[src/rtl/tick_scheduler_pkg.sv]
// ============================================================================
// Module      : tick_scheduler_pkg
// Description : Shared types and default divisor constants for the
//               tick_scheduler run controller.
//               Optional feature macro: TICK_SCHEDULER_PHASE_EN
// Revision    : 1.0 - initial release
// ============================================================================
`default_nettype none

package tick_scheduler_pkg;

    // Run controller states
    typedef enum logic [1:0] {
        IDLE = 2'd0,
        RUN  = 2'd1,
        DONE = 2'd2
    } state_t;

    // Divisors substituted when a zero divisor is latched
    localparam int DEF_FAST = 1;
    localparam int DEF_MED  = 100;
    localparam int DEF_SLOW = 1000;

endpackage

`default_nettype wire

[src/rtl/tick_scheduler_div.sv]
// ============================================================================
// Module      : tick_div
// Description : One divided tick-enable channel. Latches its divisor on load,
//               counts 0..d-1 while running and registers a one-cycle tick
//               on the last count. Optional phase output toggles per tick.
//               Optional feature macro: TICK_SCHEDULER_PHASE_EN
// Revision    : 1.0 - initial release
// ============================================================================
`default_nettype none

module tick_div #(
    parameter int DIV_W   = 16,
    parameter int DEF_DIV = 1
) (
    input  logic             clk,
    input  logic             rst,
    input  logic             load,     // next cycle is the first RUN cycle
    input  logic             run,      // current and next cycle are RUN
    input  logic [DIV_W-1:0] div_in,
    output logic             en,
    output logic             ph
);

    import tick_scheduler_pkg::*;

    localparam logic [DIV_W-1:0] ONE = DIV_W'(1);

    logic [DIV_W-1:0] div_q;
    logic [DIV_W-1:0] cnt_q;
    logic [DIV_W-1:0] div_eff;
    logic [DIV_W-1:0] cnt_nxt;
    logic             tick_nxt;

    // Effective divisor, next counter value and the registered-tick decision.
    // The counter value always reflects the RUN cycle it is visible in, so the
    // tick flop is loaded from the value the counter takes on this edge.
    always_comb begin
        div_eff  = (div_in == '0) ? DIV_W'(DEF_DIV) : div_in;
        cnt_nxt  = (cnt_q == div_q - ONE) ? '0 : cnt_q + ONE;
        tick_nxt = 1'b0;
        if (load) begin
            tick_nxt = (div_eff == ONE);
        end else if (run) begin
            tick_nxt = (cnt_nxt == div_q - ONE);
        end
    end

    // Divisor latch, counter and tick register
    always_ff @(posedge clk) begin
        if (rst) begin
            div_q <= DIV_W'(DEF_DIV);
            cnt_q <= '0;
            en    <= 1'b0;
        end else if (load) begin
            div_q <= div_eff;
            cnt_q <= '0;
            en    <= tick_nxt;
        end else if (run) begin
            cnt_q <= cnt_nxt;
            en    <= tick_nxt;
        end else begin
            cnt_q <= '0;
            en    <= 1'b0;
        end
    end

`ifdef TICK_SCHEDULER_PHASE_EN
    // Phase flop: cleared at run start (then toggled if the first cycle
    // already ticks), toggled with every tick, held outside RUN
    always_ff @(posedge clk) begin
        if (rst) begin
            ph <= 1'b0;
        end else if (load) begin
            ph <= tick_nxt;
        end else if (run && tick_nxt) begin
            ph <= ~ph;
        end
    end
`else
    assign ph = 1'b0;
`endif

endmodule

`default_nettype wire

[src/rtl/tick_scheduler.sv]
// ============================================================================
// Module      : tick_scheduler
// Description : Single-clock run controller (IDLE -> RUN -> DONE) with a
//               programmable run length and three divided tick enables.
//               Optional feature macro: TICK_SCHEDULER_PHASE_EN
// Revision    : 1.0 - initial release
// ============================================================================
`default_nettype none

module tick_scheduler #(
    parameter int DIV_W    = 16,
    parameter int RUN_W    = 32,
    parameter int DEF_FAST = tick_scheduler_pkg::DEF_FAST,
    parameter int DEF_MED  = tick_scheduler_pkg::DEF_MED,
    parameter int DEF_SLOW = tick_scheduler_pkg::DEF_SLOW
) (
    input  logic             clk,
    input  logic             rst,
    input  logic             start,
    input  logic             stop,
    input  logic [RUN_W-1:0] run_len,
    input  logic [DIV_W-1:0] div_fast,
    input  logic [DIV_W-1:0] div_med,
    input  logic [DIV_W-1:0] div_slow,
    output logic             fast_en,
    output logic             med_en,
    output logic             slow_en,
    output logic             fast_ph,
    output logic             med_ph,
    output logic             slow_ph,
    output logic             busy,
    output logic             done,
    output logic [RUN_W-1:0] cycle_cnt
);

    import tick_scheduler_pkg::*;

    state_t           state;
    state_t           state_nxt;
    logic [RUN_W-1:0] len_q;
    logic             accept;
    logic             last_cycle;
    logic             run_cont;

    // Next-state logic; accept marks the edge that latches run parameters
    always_comb begin
        state_nxt  = state;
        accept     = 1'b0;
        last_cycle = (len_q != '0) && (cycle_cnt == len_q - RUN_W'(1));
        case (state)
            IDLE: begin
                if (start && !stop) begin
                    state_nxt = RUN;
                    accept    = 1'b1;
                end
            end
            RUN: begin
                if (stop || last_cycle) begin
                    state_nxt = DONE;
                end
            end
            DONE:    state_nxt = IDLE;
            default: state_nxt = IDLE;
        endcase
        run_cont = (state == RUN) && (state_nxt == RUN);
    end

    // State register
    always_ff @(posedge clk) begin
        if (rst) begin
            state <= IDLE;
        end else begin
            state <= state_nxt;
        end
    end

    // Registered status outputs, decoded from the upcoming state
    always_ff @(posedge clk) begin
        if (rst) begin
            busy <= 1'b0;
            done <= 1'b0;
        end else begin
            busy <= (state_nxt == RUN);
            done <= (state_nxt == DONE);
        end
    end

    // Run length latch and saturating RUN-cycle counter
    always_ff @(posedge clk) begin
        if (rst) begin
            len_q     <= '0;
            cycle_cnt <= '0;
        end else if (accept) begin
            len_q     <= run_len;
            cycle_cnt <= '0;
        end else if ((state == RUN) && (cycle_cnt != '1)) begin
            cycle_cnt <= cycle_cnt + RUN_W'(1);
        end
    end

    tick_div #(.DIV_W(DIV_W), .DEF_DIV(DEF_FAST)) u_div_fast (
        .clk    (clk),
        .rst    (rst),
        .load   (accept),
        .run    (run_cont),
        .div_in (div_fast),
        .en     (fast_en),
        .ph     (fast_ph)
    );

    tick_div #(.DIV_W(DIV_W), .DEF_DIV(DEF_MED)) u_div_med (
        .clk    (clk),
        .rst    (rst),
        .load   (accept),
        .run    (run_cont),
        .div_in (div_med),
        .en     (med_en),
        .ph     (med_ph)
    );

    tick_div #(.DIV_W(DIV_W), .DEF_DIV(DEF_SLOW)) u_div_slow (
        .clk    (clk),
        .rst    (rst),
        .load   (accept),
        .run    (run_cont),
        .div_in (div_slow),
        .en     (slow_en),
        .ph     (slow_ph)
    );

endmodule

`default_nettype wire

[config.mk]
export PLATFORM = sky130hd
export DESIGN_NAME = tick_scheduler
export DESIGN_NICKNAME = d
export VERILOG_FILES = /design/src/rtl/tick_scheduler_pkg.sv /design/src/rtl/tick_scheduler_div.sv /design/src/rtl/tick_scheduler.sv
export SDC_FILE = /design/constraint.sdc
export NUM_CORES = 1
export LEC_CHECK = 0
export CAP_MARGIN = 20
export CORE_MARGIN = 4
export CORE_UTILIZATION = 30
export CTS_CLUSTER_DIAMETER = 40
export CTS_CLUSTER_SIZE = 28
export DETAILED_ROUTE_END_ITERATION = 16
export DONT_BUFFER_PORTS = 1
export GPL_TIMING_DRIVEN = 0
export MAX_ROUTING_LAYER = met4
export PLACE_DENSITY = 0.55
export SLEW_MARGIN = 20
export SYNTH_ARGS = -nofsm -noshare
export SYNTH_HDL_FRONTEND = slang
export SYNTH_SLANG_ARGS = --single-unit
[constraint.sdc]
create_clock -name clk -period 8.12 [get_ports clk]
set_clock_uncertainty 0.2 [all_clocks]
set_input_delay 2.436 -clock clk [delete_from_list [all_inputs] [get_ports clk]]
set_output_delay 2.436 -clock clk [all_outputs]
set_load 0.02 [all_outputs]
# After elaboration in Yosys (flattened, before gate mapping)

Cells that the tools add are included.

Bits in registers: 167
Bits in latches: 0
Memory bits (writable): 0
Bits in read-only memories: 0
Output and inout bits: 40
Word-level logic and storage cells: 70
Memories kept: 0

Add/subtract/negate cells: 8
Multipliers: 0
Div/mod/pow operators: 0
Magnitude comparators: 0
Equality and inequality tests: 14
Shift-type cells: 0
Muxes and demuxes: 20
Bitwise operators: 1
Reductions and logical operators: 13

Operators by type and width:

| operator              | number |
|---|---|
| $eq 16x16->1          | 6 |
| $mux 16               | 6 |
| $add 16x1->16 const B | 3 |
| $eq 16x1->1 const B   | 3 |
| $logic_not 16->1      | 3 |
| $sub 16x1->16 const B | 3 |
| $add 32x1->32 const B | 1 |
| $eq 32x32->1          | 1 |
| $ne 32x32->1 const B  | 1 |
| $reduce_bool 32->1    | 1 |
| $sub 32x1->32 const B | 1 |
| $mux 1                | 11 |
| $eq 2x1->1 const B    | 2 |
| $logic_and 1x1->1     | 4 |
| $mux 2                | 2 |
| $pmux 2 s2            | 1 |
| $reduce_or 3->1       | 1 |
| $eq 2x2->1 const B    | 1 |
| $logic_not 2->1       | 1 |
| $reduce_or 2->1       | 1 |
| $logic_not 1->1       | 1 |
| $logic_or 1x1->1      | 1 |
| $not 1->1             | 1 |

# Longest topological paths before layout

Gate-level depths: netlist of the first run.

Depth after elaboration: 10
Gate-level depth with buffers: 15
Gate-level depth less buffers: 11

# Hierarchy

From an unflattened synthesis of the first run, not the netlist that was laid out.

Cell total of the unflattened synthesis: 1,411
Area total of the unflattened synthesis: 11,456.0 um^2

Modules (own cells, without submodules):

| module                 | times used | cells an instance | area each (um^2) |
|---|---|---|---|
| tick_scheduler         | 1          | 504               | 3,936.3 |
| tick_div at u_div_fast | 1          | 312               | 2,548.7 |
| tick_div at u_div_med  | 1          | 302               | 2,498.6 |
| tick_div at u_div_slow | 1          | 293               | 2,472.4 |

# Least setup slack after synthesis of the first run

OpenSTA, ideal clock, no wires.

Kind: input port to flip-flop
Start: input stop
End: register u_div_med.div_q[10]
Library setup time: 0.060 ns
Arrival time: 4.112 ns
Required time: 7.860 ns
Path slack: 3.748 ns
Cell stages on the path: 6
Cells stage by stage: or4b_2 clkbuf_1 nor2_1 o21a_1 clkbuf_1 a22o_1

Longest elaborated chain between the ends: 4

RTL lines:

| what                   | RTL line                 | RTL |
|---|---|---|
| start: declaration     | tick_scheduler.sv:20     | `input logic stop,` |
| $logic_not 1->1        | tick_scheduler.sv:52     | `if (start && !stop) begin` |
| $logic_and 1x1->1      | tick_scheduler.sv:52     |  |
| $mux 1                 | tick_scheduler.sv:52     |  |
| $mux 1                 | tick_scheduler.sv:50     | `case (state)` |
| end signal: assignment | tick_scheduler_div.sv:51 | `div_q <= DIV_W'(DEF_DIV);` |
| end signal: assignment | tick_scheduler_div.sv:55 | `div_q <= div_eff;` |
| end: declaration       | tick_scheduler_div.sv:28 | `logic [DIV_W-1:0] div_q;` |

No other way between the ends.
A chain may end at the register's enable or synchronous reset.

# Worst setup path in the final report of the first run

Start: input stop
End: register u_div_med.div_q[1]

Same word-level chain as after synthesis.

==> reports/qor.yml, run 1 <==
setup.worst_path.start_class: "input port"
cts_setup_buffers: 0
drt-total-wl_mm: 33.2
worst_hold_path.endpoint: "u_div_slow.div_q[1]$_SDFFE_PP0P_"
final_cell_mix: "176 x sky130_fd_sc_hd__nand2_1, 167 x sky130_fd_sc_hd__dfxtp_1, 122 x sky130_fd_sc_hd__nor2_1"
synth.ff_latch_count: 167
fp.dieArea_sq_um: 39000
final_cells: 1870
finalWorstPathRequiredPeriod_ps: 4760
sequential_cell_area_sq_um: 3340
critPathMostFrequentCell: "sky130_fd_sc_hd__clkbuf_1"
leakage_nw: 4.02
antenna_found_initial: 2
synth_cells: 1371
finalHoldViolations: 0
report.power.total_w: 0.00209
die_w_microns: 197
drt_iter0_markers: 673
rsz0062_at_grt: "no"
reg2reg_slack_ps: 3430
cts_hold_buf: 0
cts-resized-gates: 0
core_region_area_sq_um: 35500
finish.instance_area_sq_um: 12000
root_buffer: "sky130_fd_sc_hd__clkbuf_16"
route.detailed.vias_per_inst: 5.24
drv.max_cap_violation_count: 0
worst_hold_path.num_cells: 2
cts_max_level: 4
clock_path_buffers: 2
cells_along_the_critical_path: "or4b_2, clkbuf_1, nor2_1, o21a_1, clkbuf_1, nand2_1, o21ai_0"
num_vias: 9808
peakVddDrop_mv: 0.141
syn_area_sq_um: 10800
hold_path_startpoint: "u_div_slow.div_q[1]$_SDFFE_PP0P_"
detail-route-antenna-nets: 0
n_fill_cell: 3679
number_of_flops_mapped_to_enable_cells_by_yosys: 0
final_min_period_over_clock_period_pct: 58.6
grt_use_total_pct: 17.3
worst-path-max-fanout: 10
synth.distinct_cells: 79
multi_input_comb_area_sq_um: 6960
critPathCaptureType: "register"
cts_buffers: 17
cts_tree: "done"
post-place-cells: 1836
path_class: "in -> reg"
place_area_sq_um: 11400
r2r_end: "u_div_med.cnt_q[14]$_SDFF_PP0_"
initial_utilization_pct: 30.3
maxSlewViolCount: 0
reg2reg_from: "len_q[3]$_SDFFE_PP0P_"
routed_wire_length_per_instance_microns: 17.7
relSlewSlack_pct: 29.3
overflow: 0
dpl.hpwl_mm: 26.1
seq_area_frac_synth_pct: 31.0
finalNetCount: 1487
drc: 0
floorplan.io_pins: 124
timing.critical_path.slowest_cell_delay_ps: 710
synthDominantCellAreaShare_pct: 31.0
critPathArrivalTime_ps: 4930
rows: 69
die_height_microns: 197
async_reset_ff_share_pct: 0
grt_pass1_wl_mm: 52.3
layout_cells_sized_above_1_pct: 5.26
clock-sinks: 167
grt_start_max_net_pins: 17
ys.warnings.count: 0
synth_flop_cell: "sky130_fd_sc_hd__dfxtp_1"
max_slew.worst_pin.slew_ps: 1050
layout_commonest_cell: "sky130_fd_sc_hd__nand2_1"
grt_pass1_vias: 9492
synthDominantAreaCellType: "sky130_fd_sc_hd__dfxtp_1"
routabilityCongestion: 0.917
slowest_stage: "sky130_fd_sc_hd__nor2_1"
clock_transition_at_the_register_clock_pins_on_the_worst_setup_and_hold_paths_after_cts_ps: 80
worst_ep_required_time_ps: 8290
numPortBuffers: 0
timing.setup.tns_ps: 0
timing.fmax_mhz: 210
min_path_type: "reg -> reg"
postLayoutSetupSlackWorst_ps: 3360
detail_route.first_pass.iterations: 5
worst-r2r-cell-count: 12
run_status: "completed"
syn_area_per_cell_sq_um: 7.85
synth.top_cells.by_area: "sky130_fd_sc_hd__dfxtp_1 31%, sky130_fd_sc_hd__xnor2_1 9.2%, sky130_fd_sc_hd__xor2_1 7.2%"
power_density_nw_per_um2: 173
final-setup-viol-count: 0
insertion_delay_ps: 450
place_worst_setup_slack_ps: 2840
flow.area_growth_from_synthesis_pct: 11.8
[cell type report]
cell class | instances | share of cell area [%]
Antenna cell | 2 | 0.0416
Buffer | 84 | 2.95
Clock buffer | 22 | 4.02
Clock inverter | 10 | 1.39
Inverter | 36 | 1.12
Multi-Input combinational cell | 1086 | 57.8
Sequential cell | 167 | 27.8
Tap cell | 461 | 4.79
Timing Repair Buffer | 2 | 0.104
[critical path: cells and delay by family]
kind | cells | cell delay, ps
simple gates | 3 | 1540
buf+inv | 2 | 630
compound gates | 2 | 310
[state kept, by name, summed over array words and instances (netlist names), 2 cells and up]
signal,flops
cycle_cnt,32
len_q,32
state,2
u_div_fast.cnt_q,16
u_div_fast.div_q,16
u_div_med.cnt_q,16
u_div_med.div_q,16
u_div_slow.cnt_q,16
u_div_slow.div_q,16
[stage by stage]
step	hold WS, ps	utilization (%)
after floorplan	248	-
after global placement	274	32.0
after detailed placement	284	32.0
after CTS	294	33.9
after global routing	321	33.9
final	288	33.9
[Yosys cell counts, drive strengths merged (9+ instances only)]
| library cell | number |
|---|---|
| xor2 | 88 |
| o21ai | 31 |
| nand4 | 35 |
| a22o | 9 |
| buf | 14 |
| nor3 | 44 |
| a21oi | 88 |
| inv | 36 |
| nand2b | 14 |
| nor2 | 122 |
| xnor2 | 113 |
| and3 | 21 |
| nor2b | 12 |
| nand3 | 53 |
| and4 | 12 |
| or3 | 26 |
| a31oi | 9 |
| nand2 | 176 |
| clkbuf | 70 |
| xnor3 | 9 |
| and2 | 9 |
| or4 | 13 |
| o22a | 10 |
| nor4b | 11 |
| dfxtp | 167 |
| nor4 | 54 |
| ha | 9 |
[cells by family (layout without fill, tap and decap cells)]
logic type      Yosys count  count (layout)  share of synthesized area (%)
simple gates            626             626                           30.1
xor+xnor                211             211                           18.5
other cells               1               5                         0.0348
fa+ha+maj                 9               9                           1.05
buf+inv                 120             154                           4.55
compound gates          228             228                           13.9
mux                       9               9                          0.860
flops                   167             167                           31.0
[layer usage]
metal,vias to the layer above,global-route usage (%),part of all wire (%)
met1,4670,21.7,46
met5,-,-,0
li1,4915,-,-
met4,0,5.21,2.0
met2,190,28.0,47
met3,33,3.96,5.0
[how the worst max path moves through the flow]
stage	from	to	slack (ps)	depth (start not counted)
2_1_floorplan	stop	u_div_med.div_q[10]$_SDFFE_PP0P_	3750	6
3_3_place_gp	stop	u_div_med.div_q[8]$_SDFFE_PP0P_	1930	3
3_5_place_dp	stop	u_div_med.div_q[1]$_SDFFE_PP0P_	2840	7
4_1_cts	stop	u_div_med.div_q[1]$_SDFFE_PP0P_	3330	7
5_1_grt	len_q[3]$_SDFFE_PP0P_	u_div_med.cnt_q[14]$_SDFF_PP0_	2910	12
6_report	stop	u_div_med.div_q[1]$_SDFFE_PP0P_	3360	7
[report_power, final]
group,internal [W],total [W],switching [W]
Combinational,0.000124,0.000312,0.000187
Sequential,0.000840,0.000867,0.0000273
Clock,0.000549,0.000907,0.000357
Total,0.00151,0.00209,0.000572
No activity file was read; power rests on OpenSTA's default activity.
==> run 2, diff against run 1 <==
--- a/config.mk
+++ b/config.mk
@@ -14,7 +14,7 @@
 export DONT_BUFFER_PORTS = 1
 export GPL_TIMING_DRIVEN = 0
 export MAX_ROUTING_LAYER = met4
-export PLACE_DENSITY = 0.55
+export PLACE_DENSITY = 0.56
 export SLEW_MARGIN = 20
 export SYNTH_ARGS = -nofsm -noshare
 export SYNTH_HDL_FRONTEND = slang
==> constraint.sdc (replaced) <==
create_clock -name clk -period 3.9 [get_ports clk]
set_clock_uncertainty 0.2 [all_clocks]
set_input_delay 1.17 -clock clk [delete_from_list [all_inputs] [get_ports clk]]
set_output_delay 1.17 -clock clk [all_outputs]
set_load 0.02 [all_outputs]
==> reports/qor.yml, run 2 (synthesis gave the netlist of run 1 again) <==
drt-total-wl_mm: 33.3  # +0.43%
routabilityCongestion: 0.914  # -0.36%
setup.worst_path.start_class: "register"
initial_utilization_pct: 30.3  # unchanged
layout_cells_sized_above_1_pct: 8.65  # +3.4 points
finalHoldViolations: 0  # unchanged
drt_iter0_markers: 706  # +4.9%
route.detailed.vias_per_inst: 5.30  # +0.98%
clock_path_buffers: 2  # unchanged
flow.area_growth_from_synthesis_pct: 14.9
floorplan.io_pins: 124  # unchanged
grt_pass1_vias: 9653  # +1.7%
path_class: "reg -> reg"
num_vias: 9925  # +1.2%
overflow: 0  # unchanged
power_density_nw_per_um2: 355  # +110%
core_region_area_sq_um: 35500  # unchanged
critPathArrivalTime_ps: 3890  # -1040 ps
pwr-share-comb_pct: 15.1  # +0.2 points
root_buffer: "sky130_fd_sc_hd__clkbuf_16"
insertion_delay_ps: 440  # about the same
relSlewSlack_pct: 48.0  # +19 points
fp.dieArea_sq_um: 39000  # unchanged
max_slew.worst_pin.slew_ps: 778  # -275 ps
p_clk_share_pct: 43.4  # about the same
finish.instance_area_sq_um: 12400  # +2.8%
clock-sinks: 167  # unchanged
final-setup-viol-count: 0  # unchanged
internal_power_w: 0.00320  # +110%
leakage_nw: 4.16  # +3.6%
total_switching_power_w: 0.00120  # +110%
dpl.hpwl_mm: 26.0  # -0.22%
power.share.switching_pct: 27.3  # -0.11 points
worst-path-max-fanout: 9  # -1
cts_max_level: 4  # unchanged
die_height_microns: 197  # unchanged
drv.max_cap_violation_count: 0  # unchanged
clock_transition_at_the_register_clock_pins_on_the_worst_setup_and_hold_paths_after_cts_ps: 70  # about the same
die_w_microns: 197  # unchanged
final_min_period_over_clock_period_pct: 96.9
critPathCaptureType: "register"
detail-route-antenna-nets: 0  # unchanged
numPortBuffers: 0  # unchanged
post-place-cells: 1836  # unchanged
n_fill_cell: 3692  # +0.35%
report.power.total_w: 0.00440  # +110%
worst_ep_required_time_ps: 4010  # -4280 ps
routed_wire_length_per_instance_microns: 17.8  # +0.21%
grt_pass1_wl_mm: 52.9  # +1.0%
grt_start_max_net_pins: 17  # unchanged
finalNetCount: 1491  # +0.27%
drc: 0  # unchanged
run_status: "completed"
timing.fmax_mhz: 265
multi_input_comb_area_sq_um: 7200  # +3.6%
maxSlewViolCount: 0  # unchanged
sequential_cell_area_sq_um: 3350  # +0.22%
min_path_type: "reg -> reg"
grt_use_total_pct: 17.4  # +0.077 points
antenna_found_initial: 3  # +1
peakVddDrop_mv: 0.278  # +97%
power.sequential.fraction_pct: 41.4  # -0.2 points
timing.setup.tns_ps: 0  # unchanged
final_cells: 1874  # +0.21%
layout_commonest_cell: "sky130_fd_sc_hd__nand2_1"
detail_route.first_pass.iterations: 5  # unchanged
biggestRegsByFlops: "cycle_cnt: 32 flops, len_q: 32 flops"
place_area_sq_um: 11400  # about the same
cts_tree: "done"
cts_buffers: 17  # unchanged
cts_hold_buf: 0  # unchanged
rows: 69  # unchanged
layout.core_utilization_pct: 34.9  # +0.96 points
final_cell_mix: "176 x sky130_fd_sc_hd__nand2_1, 163 x sky130_fd_sc_hd__dfxtp_1, 122 x sky130_fd_sc_hd__nor2_1"
finalWorstPathRequiredPeriod_ps: 3780
[run 2: area by class of cell]
type / count / area share, %
Antenna cell: 3 / 0.0607
Buffer: 74 / 2.56
Clock buffer: 20 / 3.69
Clock inverter: 11 / 1.59
Inverter: 36 / 1.09
Multi-Input combinational cell: 1086 / 58.2
Sequential cell: 167 / 27.1
Tap cell: 461 / 4.66
Timing Repair Buffer: 16 / 1.07
[run 2: critical path: stages (launching register included)]
cell	delay (ps)
sky130_fd_sc_hd__dfxtp_1	370
sky130_fd_sc_hd__or4_4	600
sky130_fd_sc_hd__or3_1	380
sky130_fd_sc_hd__or4_4	530
sky130_fd_sc_hd__xnor2_2	220
sky130_fd_sc_hd__o2111ai_2	160
sky130_fd_sc_hd__or3_1	330
sky130_fd_sc_hd__buf_2	190
sky130_fd_sc_hd__nor3_1	150
sky130_fd_sc_hd__a211oi_1	130
sky130_fd_sc_hd__o41ai_2	390
[run 2: path summary, 6_finish.rpt]
check	startpoint	endpoint	slack [ps]	cells past startpoint
worst max-delay path	u_div_fast.div_q[0]$_SDFFE_PP1P_	u_div_fast.en$_SDFF_PP0_	120	10
worst min-delay path	u_div_slow.div_q[1]$_SDFFE_PP0P_	u_div_slow.div_q[1]$_SDFFE_PP0P_	290	2
worst max register to register	u_div_fast.div_q[0]$_SDFFE_PP1P_	u_div_fast.en$_SDFF_PP0_	120	10
worst min register to register	u_div_slow.div_q[1]$_SDFFE_PP0P_	u_div_slow.div_q[1]$_SDFFE_PP0P_	290	2
[run 2: routing by layer]
layer | vias to the layer above | part of all wire [%] | track usage [%]
met5 | - | 0 | -
met4 | 0 | 2.7 | 6.37
met3 | 50 | 6.0 | 4.64
met2 | 218 | 47 | 27.6
met1 | 4731 | 44 | 21.3
li1 | 4926 | - | -
[run 2: power by group through the flow]
stage          combinational (W)  clock, W  sequential (W)
6_report                0.000665   0.00191         0.00182
5_1_grt                 0.000736   0.00202         0.00183
4_1_cts                 0.000658   0.00196         0.00181
3_5_place_dp            0.000642         0         0.00185
3_3_place_gp            0.000632         0         0.00184
2_1_floorplan           0.000497         0         0.00183
[run 2: repair_timing]
item | 4_1_cts | 5_1_grt
pin swaps | 4 | 11
gates resized for setup | 22 | 33
endpoints found under the setup margin | 60 | 51
hold endpoints to repair | 0 | 0
setup buffers | 6 | 8
[run 2: metrics by stage]
step           hold slack (ps)  worst slack, ps
2_1_floorplan              248              389
3_3_place_gp               274            -1200
3_5_place_dp               282             -887
4_1_cts                    292            0.202
5_1_grt                    322            -5.14
6_report                   288              122
